**src/rtl/mw_fifo_pkg.sv**
```systemverilog
// mw_fifo_pkg: default geometry, counter-width helper and entry-array type shared by the mw_fifo files.
package mw_fifo_pkg;
  localparam int DEF_N_ENTRIES   = 8;
  localparam int DEF_ENTRY_WIDTH = 32;
  localparam int DEF_ENQ_WIDTH   = 2;
  localparam int DEF_DEQ_WIDTH   = 2;
  function automatic int ctr_width(input int n);
    return $clog2(n) + 1;
  endfunction
  typedef logic [DEF_N_ENTRIES-1:0][DEF_ENTRY_WIDTH-1:0] entry_arr_t;
endpackage

```
**src/rtl/mw_fifo_lead_ones.sv**
```systemverilog
// lead_ones: counts consecutive ones starting at bit 0.
module lead_ones #(
  parameter int WIDTH = 2
) (
  input  logic [WIDTH-1:0]               in,
  output logic [$clog2(WIDTH+1)-1:0]     cnt
);
  localparam int CW = $clog2(WIDTH + 1);
  logic run;
  always_comb begin
    run = 1'b1;
    cnt = '0;
    for (int i = 0; i < WIDTH; i++) begin
      run = run & in[i];
      cnt = cnt + CW'(run);
    end
  end
endmodule

```
**src/rtl/mw_fifo.sv**
```systemverilog
// mw_fifo: multi-way circular FIFO with per-slot ready/valid, occupancy count and flush.
// Defining MW_FIFO_INIT_EN adds state load/observe ports.
module mw_fifo
  import mw_fifo_pkg::*;
#(
  parameter int N_ENTRIES   = DEF_N_ENTRIES,
  parameter int ENTRY_WIDTH = DEF_ENTRY_WIDTH,
  parameter int ENQ_WIDTH   = DEF_ENQ_WIDTH,
  parameter int DEQ_WIDTH   = DEF_DEQ_WIDTH,
  localparam int PTR_WIDTH  = $clog2(N_ENTRIES),
  localparam int CTR_WIDTH  = ctr_width(N_ENTRIES)
) (
  input  logic                                  clk,
  input  logic                                  rst_aL,
  output logic [ENQ_WIDTH-1:0]                  enq_ready,
  input  logic [ENQ_WIDTH-1:0]                  enq_valid,
  input  logic [ENQ_WIDTH-1:0][ENTRY_WIDTH-1:0] enq_data,
  input  logic [DEQ_WIDTH-1:0]                  deq_ready,
  output logic [DEQ_WIDTH-1:0]                  deq_valid,
  output logic [DEQ_WIDTH-1:0][ENTRY_WIDTH-1:0] deq_data,
  output logic [CTR_WIDTH-1:0]                  count,
  input  logic                                  flush
`ifdef MW_FIFO_INIT_EN
  ,
  input  logic                                  init,
  input  logic [N_ENTRIES-1:0][ENTRY_WIDTH-1:0] init_entry_state,
  input  logic [CTR_WIDTH-1:0]                  init_enq_ctr_state,
  input  logic [CTR_WIDTH-1:0]                  init_deq_ctr_state,
  output logic [N_ENTRIES-1:0][ENTRY_WIDTH-1:0] current_entry_state,
  output logic [CTR_WIDTH-1:0]                  current_enq_ctr_state,
  output logic [CTR_WIDTH-1:0]                  current_deq_ctr_state
`endif
);
  localparam int EW = $clog2(ENQ_WIDTH + 1);
  localparam int DW = $clog2(DEQ_WIDTH + 1);
  logic [N_ENTRIES-1:0][ENTRY_WIDTH-1:0] entry_q, entry_d;
  logic [CTR_WIDTH-1:0] enq_ctr_q, enq_ctr_d, deq_ctr_q, deq_ctr_d, free;
  logic [PTR_WIDTH-1:0] enq_ptr, deq_ptr;
  logic [EW-1:0] n_enq;
  logic [DW-1:0] n_deq;
  // Handshake outputs come only from registered counters.
  always_comb begin
    count   = enq_ctr_q - deq_ctr_q;
    free    = CTR_WIDTH'(N_ENTRIES) - count;
    enq_ptr = enq_ctr_q[PTR_WIDTH-1:0];
    deq_ptr = deq_ctr_q[PTR_WIDTH-1:0];
    for (int i = 0; i < ENQ_WIDTH; i++) enq_ready[i] = free > CTR_WIDTH'(i);
    for (int i = 0; i < DEQ_WIDTH; i++) begin
      deq_valid[i] = count > CTR_WIDTH'(i);
      deq_data[i]  = entry_q[deq_ptr + PTR_WIDTH'(i)];
    end
  end
  lead_ones #(.WIDTH(ENQ_WIDTH)) u_enq_lo (.in(enq_valid & enq_ready), .cnt(n_enq));
  lead_ones #(.WIDTH(DEQ_WIDTH)) u_deq_lo (.in(deq_valid & deq_ready), .cnt(n_deq));
  always_comb begin
    entry_d   = entry_q;
    enq_ctr_d = enq_ctr_q + CTR_WIDTH'(n_enq);
    deq_ctr_d = deq_ctr_q + CTR_WIDTH'(n_deq);
    for (int k = 0; k < ENQ_WIDTH; k++)
      if (k < int'(n_enq)) entry_d[enq_ptr + PTR_WIDTH'(k)] = enq_data[k];
    if (flush) begin
      entry_d   = '0;
      enq_ctr_d = '0;
      deq_ctr_d = '0;
    end
`ifdef MW_FIFO_INIT_EN
    if (init) begin
      entry_d   = init_entry_state;
      enq_ctr_d = init_enq_ctr_state;
      deq_ctr_d = init_deq_ctr_state;
    end
`endif
  end
  always_ff @(posedge clk or negedge rst_aL) begin
    if (!rst_aL) begin
      entry_q   <= '0;
      enq_ctr_q <= '0;
      deq_ctr_q <= '0;
    end else begin
      entry_q   <= entry_d;
      enq_ctr_q <= enq_ctr_d;
      deq_ctr_q <= deq_ctr_d;
    end
  end
`ifdef MW_FIFO_INIT_EN
  assign current_entry_state   = entry_q;
  assign current_enq_ctr_state = enq_ctr_q;
  assign current_deq_ctr_state = deq_ctr_q;
`endif
endmodule

```
**config.mk**
```make
export PLATFORM = sky130hd
export DESIGN_NAME = mw_fifo
export DESIGN_NICKNAME = d
export VERILOG_FILES = /design/src/rtl/mw_fifo_pkg.sv /design/src/rtl/mw_fifo_lead_ones.sv /design/src/rtl/mw_fifo.sv
export SDC_FILE = /design/constraint.sdc
export NUM_CORES = 1
export LEC_CHECK = 0
export CORE_AREA = 3 3 289 291
export DETAILED_ROUTE_END_ITERATION = 16
export DIE_AREA = 0 0 292 294
export PLACE_DENSITY = 0.48
export SLEW_MARGIN = 20
export SYNTH_ARGS = -nofsm -noshare
export SYNTH_HDL_FRONTEND = slang
export SYNTH_SLANG_ARGS = --single-unit
```
**constraint.sdc**
```tcl
create_clock -name clk -period 4.45 [get_ports clk]
set_input_delay 0.6675 -clock clk [delete_from_list [all_inputs] [get_ports clk]]
set_output_delay 0.6675 -clock clk [all_outputs]
set_load 0.05 [all_outputs]
```
==> parameters.txt, run 1 <==
Parameter                              Value

Timing
  Setup-failing EPs final ... 0
  Unrepaired setup endpoints after global routing ... no
  Post-Route Setup TNS ... 0 ns
  Final period util ... 0.9493
  Worst-Margin Slew ... 1.143 ns
  Achievable clock frequency ... 236.7 MHz
  Final slew viol count ... 0
  Time the worst path needs with I/O delays and setup ... 4.224 ns
  Fin Clk Skew ... 0.02417 ns
  Max transition margin ... 0.2379
  Final number of hold-violating endpoints ... 0
  Smallest setup slack after layout ... 0.2257 ns

Route
  Detailed-route wire length ... 96480 um
  Number of design-rule violations left by the first detailed-router iteration ... 2540
  Length of the first detailed-routing pass in iterations ... 8
  Wirelength per Cell ... 32.38 um
  Post-detailed-route DRC marker count ... 0
  Routed vias/inst ... 6.519
  Total via count in the routed design ... 19428
  Antenna Violating Nets Remaining ... 0

GRT
  First-pass GRT wire length ... 139900 um
  Met3 track demand over resource ... 0.05200
  Overall overflow remaining after global route ... 0
  Number of global-route vias before repair ... 19519
  Fraction of met2 tracks used by global routing ... 0.3441
  Largest net degree at the start of global routing ... 183
  Met1 usage ... 0.2848
  Gr usage total ... 0.2176
  Initial antenna violation count ... 2
  Highest-utilization routing layer at the global route stage ... met2

Layout
  Filler Cells Inserted ... 8200
  Layout overhead on the synthesized area ... 15.22%
  Final instance area ... 23320 sq um
  Fraction of layout cells with a size suffix above 1 ... 0.2694
  Net total in the final layout ... 1979
  Final non-filler cell total ... 2980

Floorplan
  Die Footprint ... 85850 sq um
  Height of the chip ... 294 um
  Core Footprint ... 80810 sq um
  Chip Width ... 292 um
  IO Pins ... 143
  Placement Rows ... 104
  Initial Util ... 0.2505

Placement
  Number of buffers added on ports ... 142
  Placer's final routability congestion estimate ... 0.7597
  Placed standard-cell area ... 22240 sq um
  Placed instance count ... 2921
  Worst slack at placement ... 0.4640 ns
  DPL Wire Length ... 50920 um

Yosys
  Count of flip-flops with a built-in enable after synthesis ... 0
  Synth Register Bits ... 264
  Post-synth net total ... 2091
  Number of library cell types mapped by synthesis ... 37
  Number of warnings reported in the yosys synthesis log ... 0
  Cell count after synthesis ... 2009
  Share of the yosys chip area belonging to registers ... 0.3263
  Netlist area before placement ... 20240 sq um
  Share of async-settable or async-resettable flops after synthesis ... 1.000
  Most instantiated flip-flop cell in the synthesis netlist ... sky130_fd_sc_hd__dfrtp_1
  Per-instance average area after synthesis ... 10.08 sq um

Critical path
  Crit start category ... flop
  Data arrival time at the worst-slack endpoint ... 3.56 ns
  Worst path slowest cell ... sky130_fd_sc_hd__dfrtp_1
  FF-to-FF setup slack ... 0.42 ns
  Source of the worst register-to-register timing path ... enq_ctr_q[0]
  Longest individual stage delay on the worst path ... 0.58 ns
  Endpoint required time on the critical path ... 3.78 ns
  Maximum net fanout on the critical path ... 54
  Reg-to-Reg End ... entry_q[235]
  Buf/Inv on CP ... 3
  Endpoint class of the critical path ... primary output
  Logic depth of the worst register-to-register path ... 9
  Class of the most critical setup path ... flop to primary output
  Family of cells with the greatest summed delay on the critical path ... buffers and inverters
  Cell count along the critical path ... 8
  Worst-path cell chain ... inv_1 -> ha_1 -> fa_1 -> xor2_1 -> and3_1 -> and3_4 -> inv_6 -> buf_4

Power and ir drop
  Leakage power ... 7.710 nW
  Reported net switching power ... 7.938 mW
  Combinational Power Share ... 0.600
  Portion of total power attributed to the clock network ... 0.187
  Fraction of power spent switching nets ... 0.5239
  Cell Int Power ... 7.213 mW
  Total power per unit cell area ... 649.6 nW/um^2
  Flop pwr share ... 0.214
  Max IR drop VDD ... 0.7509 mV

CTS
  Clock net sink count ... 264
  Worst-case clock buffer depth ... 3
  # resized after CTS ... 0
  Clock latency of the later-clocked register in the worst-skew pair ... 0.56 ns
  Hold buffer count at CTS ... 0
  TritonCTS clock tree ... built
  Number of buffers inserted to repair setup after CTS ... 0
  Clk slew on worst S/H paths ... 0.05 ns
  Inserted Clock Buffers ... 34
  Count of H-tree levels built during CTS ... 2
  CTS Root Cell ... sky130_fd_sc_hd__clkbuf_16

Min path
  Type of the most critical hold path ... input port to asynchronous set/reset pin

Run
  Number of max-cap violations ... 0

Run status
  Run status ... completed
## power groups by stage
stage | logic [mW] | registers [mW] | clock network (mW)
3_5_place_dp | 9.03 | 3.26 | 0
4_1_cts | 9.05 | 3.23 | 2.86
5_1_grt | 9.50 | 3.30 | 2.95
6_report | 9.08 | 3.24 | 2.83
2_1_floorplan | 6.24 | 3.09 | 0
3_3_place_gp | 8.90 | 3.23 | 0
## cells by family (layout without fill, tap and decap cells)
kind of cell | after synthesis | count (layout) | synth area share
xor gates and xnor gates | 8 | 8 | 0.003461
buffers and inverters | 373 | 283 | 0.08412
and+or+nand+nor | 674 | 674 | 0.1771
DFF | 264 | 264 | 0.3263
adders and majority gates | 11 | 11 | 0.007912
other | 0 | 1 | 0
muxes | 160 | 160 | 0.1602
AOI/OAI and AO/OA | 519 | 519 | 0.2408
## per-layer routing
metal | share of wire | vias to the layer above
li1 | - | 7802
met1 | 0.39 | 10020
met2 | 0.46 | 1331
met3 | 0.11 | 275
met4 | 0.043 | 0
met5 | 0 | -
## metrics by stage
step                      hold slack [ns]  total power, mW  utilization
after floorplan                    0.3719            9.323            -
after global placement             0.5534            12.13       0.2752
after detailed placement           0.5632            12.29       0.2752
after CTS                          0.2279            15.13       0.2886
after global routing               0.2726            15.76       0.2886
final                              0.2140            15.15       0.2886
## state kept, by name, summed over array words and instances, names as in the netlist
register / flops
deq_ctr_q: 4
enq_ctr_q: 4
entry_q: 256
## cells in the final DEF (no fill, tap or decap), types with 4 or more instances in the layout
| cell type | n |
|---|---|
| sky130_fd_sc_hd__mux4_2 | 128 |
| sky130_fd_sc_hd__nand3_1 | 262 |
| sky130_fd_sc_hd__or3_1 | 6 |
| sky130_fd_sc_hd__clkbuf_1 | 9 |
| sky130_fd_sc_hd__nor4_1 | 256 |
| sky130_fd_sc_hd__nand2_1 | 109 |
| sky130_fd_sc_hd__or3_2 | 8 |
| sky130_fd_sc_hd__inv_1 | 11 |
| sky130_fd_sc_hd__a311oi_1 | 50 |
| sky130_fd_sc_hd__clkdlybuf4s50_1 | 135 |
| sky130_fd_sc_hd__o21ai_0 | 257 |
| sky130_fd_sc_hd__clkbuf_8 | 8 |
| sky130_fd_sc_hd__nor3_2 | 4 |
| sky130_fd_sc_hd__mux2_2 | 32 |
| sky130_fd_sc_hd__a311oi_2 | 206 |
| sky130_fd_sc_hd__nor2_1 | 13 |
| sky130_fd_sc_hd__ha_1 | 7 |
| sky130_fd_sc_hd__clkinv_2 | 4 |
| sky130_fd_sc_hd__buf_4 | 51 |
| sky130_fd_sc_hd__buf_12 | 23 |
| sky130_fd_sc_hd__xnor2_1 | 4 |
| sky130_fd_sc_hd__dfrtp_1 | 261 |
| sky130_fd_sc_hd__clkbuf_16 | 35 |
## worst max path at each step
stage | end | slack [ns] | startpoint
finish | enq_ready[0] | 0.23 | enq_ctr_q[0]
global route | enq_ready[0] | 0.08 | enq_ctr_q[0]
CTS | enq_ready[0] | 0.18 | enq_ctr_q[0]
detailed placement | entry_q[233] | 0.46 | enq_ctr_q[0]
global placement | entry_q[235] | 0.59 | enq_ctr_q[0]
floorplan | enq_ctr_q[3] | 0.15 | deq_ctr_q[2]
## cells in the mapped netlist (2+ instances only)
library cell                 n  area share
sky130_fd_sc_hd__a21oi_1     2     0.00049
sky130_fd_sc_hd__a311oi_1   50       0.022
sky130_fd_sc_hd__a311oi_2  206        0.15
sky130_fd_sc_hd__and3_1      4      0.0012
sky130_fd_sc_hd__buf_1      77       0.014
sky130_fd_sc_hd__buf_2      62       0.015
sky130_fd_sc_hd__buf_4       4      0.0015
sky130_fd_sc_hd__buf_6      28       0.016
sky130_fd_sc_hd__clkbuf_1  189       0.035
sky130_fd_sc_hd__clkinv_1    2     0.00037
sky130_fd_sc_hd__dfrtp_1   264        0.33
sky130_fd_sc_hd__fa_1        3      0.0030
sky130_fd_sc_hd__ha_1        8      0.0049
sky130_fd_sc_hd__inv_1      11      0.0020
sky130_fd_sc_hd__mux2_2     32       0.018
sky130_fd_sc_hd__mux4_2    128        0.14
sky130_fd_sc_hd__nand2_1   109       0.020
sky130_fd_sc_hd__nand3_1   262       0.065
sky130_fd_sc_hd__nor2_1     15      0.0028
sky130_fd_sc_hd__nor2b_1     2     0.00062
sky130_fd_sc_hd__nor3_1      5      0.0012
sky130_fd_sc_hd__nor4_1    256       0.079
sky130_fd_sc_hd__o21ai_0   257       0.064
sky130_fd_sc_hd__or3_1      14      0.0043
sky130_fd_sc_hd__xnor2_1     4      0.0017
sky130_fd_sc_hd__xor2_1      4      0.0017
## final cells by class
type	instances	area (sq um)	area share
clock buffers	52	1020	0.04372
flip-flops and latches	264	6615	0.2836
clock inverters	6	58.81	0.002521
well taps	1060	1326	0.05686
diodes	1	2.502	0.0001073
inverters	13	53.80	0.002307
multi-input cells	1372	12010	0.5150
repair buffers	212	2236	0.09586
Note: power is estimated with default switching activity, not from simulation.
==> inputs of run 2 (changes only) <==
--- a/config.mk
+++ b/config.mk
@@ -8,7 +8,9 @@
 export CORE_AREA = 3 3 289 291
 export DETAILED_ROUTE_END_ITERATION = 16
 export DIE_AREA = 0 0 292 294
+export GPL_ROUTABILITY_DRIVEN = 0
 export PLACE_DENSITY = 0.48
+export SKIP_LAST_GASP = 1
 export SLEW_MARGIN = 20
 export SYNTH_ARGS = -nofsm -noshare
 export SYNTH_HDL_FRONTEND = slang
==> constraint.sdc (replaced) <==
create_clock -name clk -period 4.45 [get_ports clk]
set_input_delay 0.89 -clock clk [delete_from_list [all_inputs] [get_ports clk]]
set_output_delay 0.89 -clock clk [all_outputs]
set_load 0.05 [all_outputs]
==> run 2 against run 1 <==
  * Total power rose by 1.2%
  * Die area unchanged
  * Critical path depth up 1
  * Worst setup slack better by 0.020 ns
  * Global-route usage fell by 0.71 points
  * Largest cell class unchanged
  * Final cell count rose by 0.81%
==> parameters.txt, run 2 (synthesized netlist as in run 1, its figures left out) <==
Parameter                              Value

Power and ir drop
  Fraction of power spent switching nets ... 0.5193
  Overall power of the completed layout ... 15.33 mW
  Portion of total power attributed to the clock network ... 0.196
  Cell Int Power ... 7.369 mW
  Reported net switching power ... 7.960 mW
  Leakage power ... 7.906 nW
  Flop pwr share ... 0.213
  Combinational Power Share ... 0.591
  Max IR drop VDD ... 0.8144 mV
  Total power per unit cell area ... 653.2 nW/um^2

Route
  Routed vias/inst ... 6.382
  Antenna Violating Nets Remaining ... 0
  Number of design-rule violations left by the first detailed-router iteration ... 2389
  Length of the first detailed-routing pass in iterations ... 7
  Total via count in the routed design ... 19173
  Detailed-route wire length ... 93320 um
  Post-detailed-route DRC marker count ... 0
  Wirelength per Cell ... 31.06 um

Floorplan
  Height of the chip ... 294 um
  Chip Width ... 292 um
  Placement Rows ... 104
  Core Footprint ... 80810 sq um
  Initial Util ... 0.2505
  IO Pins ... 143
  Die Footprint ... 85850 sq um

CTS
  Worst-case clock buffer depth ... 3
  Clock latency of the later-clocked register in the worst-skew pair ... 0.56 ns
  Clock net sink count ... 264
  TritonCTS clock tree ... built
  CTS Root Cell ... sky130_fd_sc_hd__clkbuf_16
  Number of buffers inserted to repair setup after CTS ... 0
  # resized after CTS ... 0
  Inserted Clock Buffers ... 36
  Count of H-tree levels built during CTS ... 2
  Hold buffer count at CTS ... 0
  Clk slew on worst S/H paths ... 0.07 ns

Critical path
  Endpoint required time on the critical path ... 3.56 ns
  Buf/Inv on CP ... 3
  Worst path slowest cell ... sky130_fd_sc_hd__dfrtp_1
  Class of the most critical setup path ... flop to primary output
  Maximum net fanout on the critical path ... 19
  Endpoint class of the critical path ... primary output
  Crit start category ... flop
  Longest individual stage delay on the worst path ... 0.61 ns
  Cell repeated most along the worst path ... sky130_fd_sc_hd__buf_4
  Data arrival time at the worst-slack endpoint ... 3.31 ns
  Family of cells with the greatest summed delay on the critical path ... simple AND/OR/NAND/NOR gates
  Worst-path cell chain ... inv_1 -> ha_1 -> fa_1 -> xor2_1 -> buf_4 -> and3_1 -> and3_4 -> nor2_1 -> buf_4

Run
  Number of max-cap violations ... 0

Timing
  Final number of hold-violating endpoints ... 0
  Final slew viol count ... 0
  Achievable clock frequency ... 237.9 MHz
  Post-Route Setup TNS ... 0 ns
  Worst-Margin Slew ... 1.118 ns
  Setup-failing EPs final ... 0
  Unrepaired setup endpoints after global routing ... no
  Final period util ... 0.9447
  Post-route worst hold slack ... 0.3831 ns
  Time the worst path needs with I/O delays and setup ... 4.204 ns
  Max transition margin ... 0.2545
  Fin Clk Skew ... 0.02252 ns
  Smallest setup slack after layout ... 0.2461 ns

GRT
  Initial antenna violation count ... 7
  Largest net degree at the start of global routing ... 212
  Gr usage total ... 0.2105
  First-pass GRT wire length ... 136500 um
  Number of global-route vias before repair ... 19223
  Overall overflow remaining after global route ... 0

Run status
  Run status ... completed

Layout
  Largest registers ranked by flip-flop count ... entry_q: 256 flops, deq_ctr_q: 4 flops, enq_ctr_q: 4 flops
  Most flops, register ... entry_q
  Layout overhead on the synthesized area ... 15.93%
  Net total in the final layout ... 1998
  Fraction of layout cells with a size suffix above 1 ... 0.2975
  Commonest cells after routing, fill and taps aside ... sky130_fd_sc_hd__nand3_1 (262), sky130_fd_sc_hd__dfrtp_1 (261), sky130_fd_sc_hd__o21ai_0 (257)
  Filler Cells Inserted ... 8172
  Number of flip-flops in the largest register ... 256
  Final non-filler cell total ... 3004
  Most common library cell in the layout ignoring fill and taps ... sky130_fd_sc_hd__nand3_1

Placement
  DPL Wire Length ... 51320 um
  Worst slack at placement ... 0.5419 ns
  Number of buffers added on ports ... 142
  Placed instance count ... 2937

Min path
  Type of the most critical hold path ... input port to asynchronous set/reset pin
## run 2: cell count changes in the layout (fill, tap and decap cells not counted), sizes merged
cell / delta
buf: +50
clkdlybuf4s50: -33
clkinv: +6
bufinv: +1
clkbuf: -1
clkinvlp: +1
## run 2: final timing paths
check,from,endpoint,slack (ns),cells after the start
max in group asynchronous,rst_aL,entry_q[199],2.94,2
worst max-delay path,enq_ctr_q[0],enq_ready[1],0.25,9
worst min-delay path,rst_aL,entry_q[58],0.38,1
worst max register to register,enq_ctr_q[0],entry_q[45],0.41,12
min in group clk,deq_ctr_q[3],deq_ctr_q[3],0.57,2
worst min register to register,deq_ctr_q[3],deq_ctr_q[3],0.57,2
## run 2: power groups by stage
stage          clock, mW  sequential [mW]  combinational (mW)
2_1_floorplan          0             3.09                6.24
3_3_place_gp           0             3.25                8.83
3_5_place_dp           0             3.28                8.95
4_1_cts             3.05             3.25                8.96
5_1_grt             3.14             3.31                9.50
6_report            3.01             3.26                9.06
## run 2: through the flow
step           instance area (sq um)  utilization
2_1_floorplan                  20240            -
3_3_place_gp                   22240       0.2752
3_5_place_dp                   22240       0.2752
4_1_cts                        23440       0.2900
5_1_grt                        23470       0.2904
6_report                       23470       0.2904
## run 2: layer usage
metal | wire, um | part of all wire | track usage | vias to the layer above
li1 | - | - | - | 7855
met1 | 36530 | 0.39 | 0.2694 | 9891
met2 | 43730 | 0.47 | 0.3388 | 1145
met3 | 8853 | 0.095 | 0.05170 | 272
met4 | 4146 | 0.044 | 0.09073 | 10
met5 | 62 | 0.00066 | 0 | -
## run 2: worst register-to-register path, cell delays in order (launching register included)
cell and delay [ns]:
sky130_fd_sc_hd__dfrtp_1 0.61, sky130_fd_sc_hd__inv_1 0.14, sky130_fd_sc_hd__ha_1 0.25, sky130_fd_sc_hd__fa_1 0.40, sky130_fd_sc_hd__xor2_1 0.17, sky130_fd_sc_hd__buf_4 0.16, sky130_fd_sc_hd__and3_1 0.21, sky130_fd_sc_hd__and3_4 0.29
sky130_fd_sc_hd__inv_6 0.12, sky130_fd_sc_hd__buf_12 0.24, sky130_fd_sc_hd__buf_16 0.59, sky130_fd_sc_hd__nand3_1 0.41, sky130_fd_sc_hd__a311oi_2 0.33
## run 2: layout make-up
cell class,instances,area (sq um),share of cell area
Antenna cell,1,2.502,0.0001066
Clock buffer,51,1057,0.04505
Clock inverter,14,141.4,0.006025
Inverter,13,53.80,0.002293
Multi-Input combinational cell,1372,12010,0.5118
Sequential cell,264,6615,0.2819
Tap cell,1060,1326,0.05652
Timing Repair Buffer,229,2260,0.09629
==> inputs of run 3 (changes only) <==
--- a/config.mk
+++ b/config.mk
@@ -5,9 +5,10 @@
 export SDC_FILE = /design/constraint.sdc
 export NUM_CORES = 1
 export LEC_CHECK = 0
-export CORE_AREA = 3 3 289 291
+export ABC_AREA = 1
+export CORE_AREA = 3 3 313 315
 export DETAILED_ROUTE_END_ITERATION = 16
-export DIE_AREA = 0 0 292 294
+export DIE_AREA = 0 0 316 318
 export GPL_ROUTABILITY_DRIVEN = 0
 export PLACE_DENSITY = 0.48
 export SKIP_LAST_GASP = 1
==> run 3 against run 2 <==
  * Sequential power rose by 13%
  * Worst hold slack got worse by 0.062 ns
  * Fmax fell by 1.0%
  * Clock-buffer cell count rose by 7
  * Largest power group unchanged
  * Largest cell class unchanged
  * Worst setup slack got worse by 0.042 ns
  * Critical path type unchanged
  * Clock skew fell by 0.00061 ns
  * Critical endpoint is now deq_data[21]
  * Total power rose by 57%
  * Core utilization rose by 0.22 points
  * Sequential cell count did not move
==> parameters.txt, run 3 <==
Parameter                              Value

Yosys
  Leading area contributor after synthesis ... sky130_fd_sc_hd__dfrtp_1
  Share of async-settable or async-resettable flops after synthesis ... 1.000
  Yosys top cell area share ... 0.2776
  Share of the yosys chip area belonging to registers ... 0.2776
  Cell types with the highest counts after synthesis ... sky130_fd_sc_hd__nand2_1 (1337), sky130_fd_sc_hd__inv_1 (528), sky130_fd_sc_hd__o21ai_0 (450)
  Per-instance average area after synthesis ... 5.754 sq um
  Cell with the most instances after synthesis ... sky130_fd_sc_hd__nand2_1
  Number of warnings reported in the yosys synthesis log ... 0
  Synth Register Bits ... 264
  Number of library cell types mapped by synthesis ... 30
  Ranking of synthesized cells by area ... sky130_fd_sc_hd__dfrtp_1 (28%), sky130_fd_sc_hd__nand2_1 (21%), sky130_fd_sc_hd__o21ai_0 (9.5%)
  Count of flip-flops with a built-in enable after synthesis ... 0
  Netlist area before placement ... 23800 sq um
  Post-synth net total ... 4218
  Cell count after synthesis ... 4136
  Most instantiated flip-flop cell in the synthesis netlist ... sky130_fd_sc_hd__dfrtp_1

Timing
  Unrepaired setup endpoints after global routing ... no
  Max transition margin ... 0.2842
  Worst-Margin Slew ... 1.074 ns
  Setup-failing EPs final ... 0
  Final number of hold-violating endpoints ... 0
  Final period util ... 0.9542
  Post-Route Setup TNS ... 0 ns
  Smallest setup slack after layout ... 0.2038 ns
  Final slew viol count ... 0
  Time the worst path needs with I/O delays and setup ... 4.246 ns
  Achievable clock frequency ... 235.5 MHz
  Fin Clk Skew ... 0.02191 ns

CTS
  Clock net sink count ... 264
  Clk slew on worst S/H paths ... 0.06 ns
  Count of H-tree levels built during CTS ... 2
  Worst-case clock buffer depth ... 3
  Inserted Clock Buffers ... 36
  Hold buffer count at CTS ... 0
  TritonCTS clock tree ... built
  CTS Root Cell ... sky130_fd_sc_hd__clkbuf_16
  Clock latency of the later-clocked register in the worst-skew pair ... 0.57 ns

Layout
  Net total in the final layout ... 4110
  Number of flip-flops in the largest register ... 256
  Most common library cell in the layout ignoring fill and taps ... sky130_fd_sc_hd__nand2_1
  Filler Cells Inserted ... 10615
  Largest registers ranked by flip-flop count ... entry_q: 256 flops, deq_ctr_q: 4 flops, enq_ctr_q: 4 flops
  Most flops, register ... entry_q
  Layout overhead on the synthesized area ... 17.00%
  Fraction of layout cells with a size suffix above 1 ... 0.05724
  Commonest cells after routing, fill and taps aside ... sky130_fd_sc_hd__nand2_1 (1331), sky130_fd_sc_hd__inv_1 (525), sky130_fd_sc_hd__o21ai_0 (450)
  Final non-filler cell total ... 5319

Floorplan
  Height of the chip ... 318 um
  Core Footprint ... 95150 sq um
  Placement Rows ... 113
  Die Footprint ... 100500 sq um
  Chip Width ... 316 um
  IO Pins ... 143
  Initial Util ... 0.2501

Placement
  Placed instance count ... 5255
  Number of buffers added on ports ... 142
  Worst slack at placement ... 0.7297 ns
  DPL Wire Length ... 60830 um

Critical path
  Data arrival time at the worst-slack endpoint ... 3.36 ns
  Endpoint class of the critical path ... primary output
  Maximum net fanout on the critical path ... 92
  Endpoint required time on the critical path ... 3.56 ns
  Class of the most critical setup path ... flop to primary output
  Crit start category ... flop

Power and ir drop
  Max IR drop VDD ... 0.5969 mV
  Total power per unit cell area ... 863.5 nW/um^2
  Leakage power ... 14.68 nW
  Overall power of the completed layout ... 24.04 mW

GRT
  Overall overflow remaining after global route ... 0
  Number of global-route vias before repair ... 24978
  First-pass GRT wire length ... 164100 um
  Initial antenna violation count ... 0
  Largest net degree at the start of global routing ... 150
  Gr usage total ... 0.2103

Run status
  Run status ... completed

Route
  Length of the first detailed-routing pass in iterations ... 5
  Antenna Violating Nets Remaining ... 0
  Routed vias/inst ... 5.080
  Wirelength per Cell ... 20.58 um
  Number of design-rule violations left by the first detailed-router iteration ... 2275
  Post-detailed-route DRC marker count ... 0
  Detailed-route wire length ... 109400 um
  Total via count in the routed design ... 27018

Min path
  Type of the most critical hold path ... input port to asynchronous set/reset pin

Run
  Number of max-cap violations ... 0
## run 3: logic make-up after synthesis
kind of cell               after synthesis  synth area share
AOI/OAI and AO/OA                      776            0.1750
xor gates and xnor gates                 3          0.001104
adders and majority gates               11          0.006730
buffers and inverters                  904            0.1456
DFF                                    264            0.2776
and+or+nand+nor                       2178            0.3940
## run 3: layout make-up
cell class,count,area [sq um],share of cell area
well taps,1265,1583,0.05684
clock buffers,58,1075,0.03860
inverters,539,2044,0.07342
flip-flops and latches,264,6618,0.2377
repair buffers,219,2587,0.09292
multi-input cells,2968,13850,0.4975
diodes,1,2.502,0.00008987
clock inverters,5,82.58,0.002966
## run 3: critical path, cell delays in order (launching register included)
cell and delay (ns):
sky130_fd_sc_hd__dfrtp_4 0.57, sky130_fd_sc_hd__inv_8 0.42, sky130_fd_sc_hd__buf_4 0.58, sky130_fd_sc_hd__nand2_1 0.09, sky130_fd_sc_hd__o21ai_0 0.14, sky130_fd_sc_hd__a221oi_1 0.13
sky130_fd_sc_hd__a31oi_1 0.52, sky130_fd_sc_hd__buf_4 0.31
## run 3: what timing repair did
action	CTS	global route
hold endpoints to repair	0	0
endpoints found under the setup margin	0	1
buffers inserted	0	0
gates resized for setup	0	1
## run 3: power by group
part           total [mW]  internal, mW  leakage (nW)  switching (mW)
logic                17.3          5.36          10.6            12.0
registers            3.69          3.27          3.50           0.429
clock network        3.03          1.77         0.564            1.26
total                24.0          10.4          14.7            13.6
## run 3: through the flow
step	utilization	hold WS, ns	cell area [sq um]
floorplan	-	0.4557	23800
global placement	0.2803	0.4989	26680
detailed placement	0.2803	0.5094	26680
CTS	0.2925	0.3931	27830
global route	0.2926	0.4097	27840
finish	0.2926	0.3214	27850
## run 3: path summary, 6_finish.rpt
path	cells after the start	endpoint	startpoint	slack, ns
setup / recovery	7	deq_data[21]	deq_ctr_q[0]	0.20
hold / removal	1	entry_q[25]	rst_aL	0.32
setup reg to reg	10	entry_q[1]	enq_ctr_q[0]	0.78
hold reg to reg	1	enq_ctr_q[3]	enq_ctr_q[3]	0.52
max in group asynchronous	2	entry_q[233]	rst_aL	2.99
min in group clk	1	enq_ctr_q[3]	enq_ctr_q[3]	0.52
## run 3: routing by layer
layer  up-vias  track usage  part of all wire
met5         -            0                 0
met4         0      0.06138             0.027
met3       140      0.02305             0.058
met2       954       0.3474              0.47
met1     12771       0.2879              0.44
li1      13153            -                 -
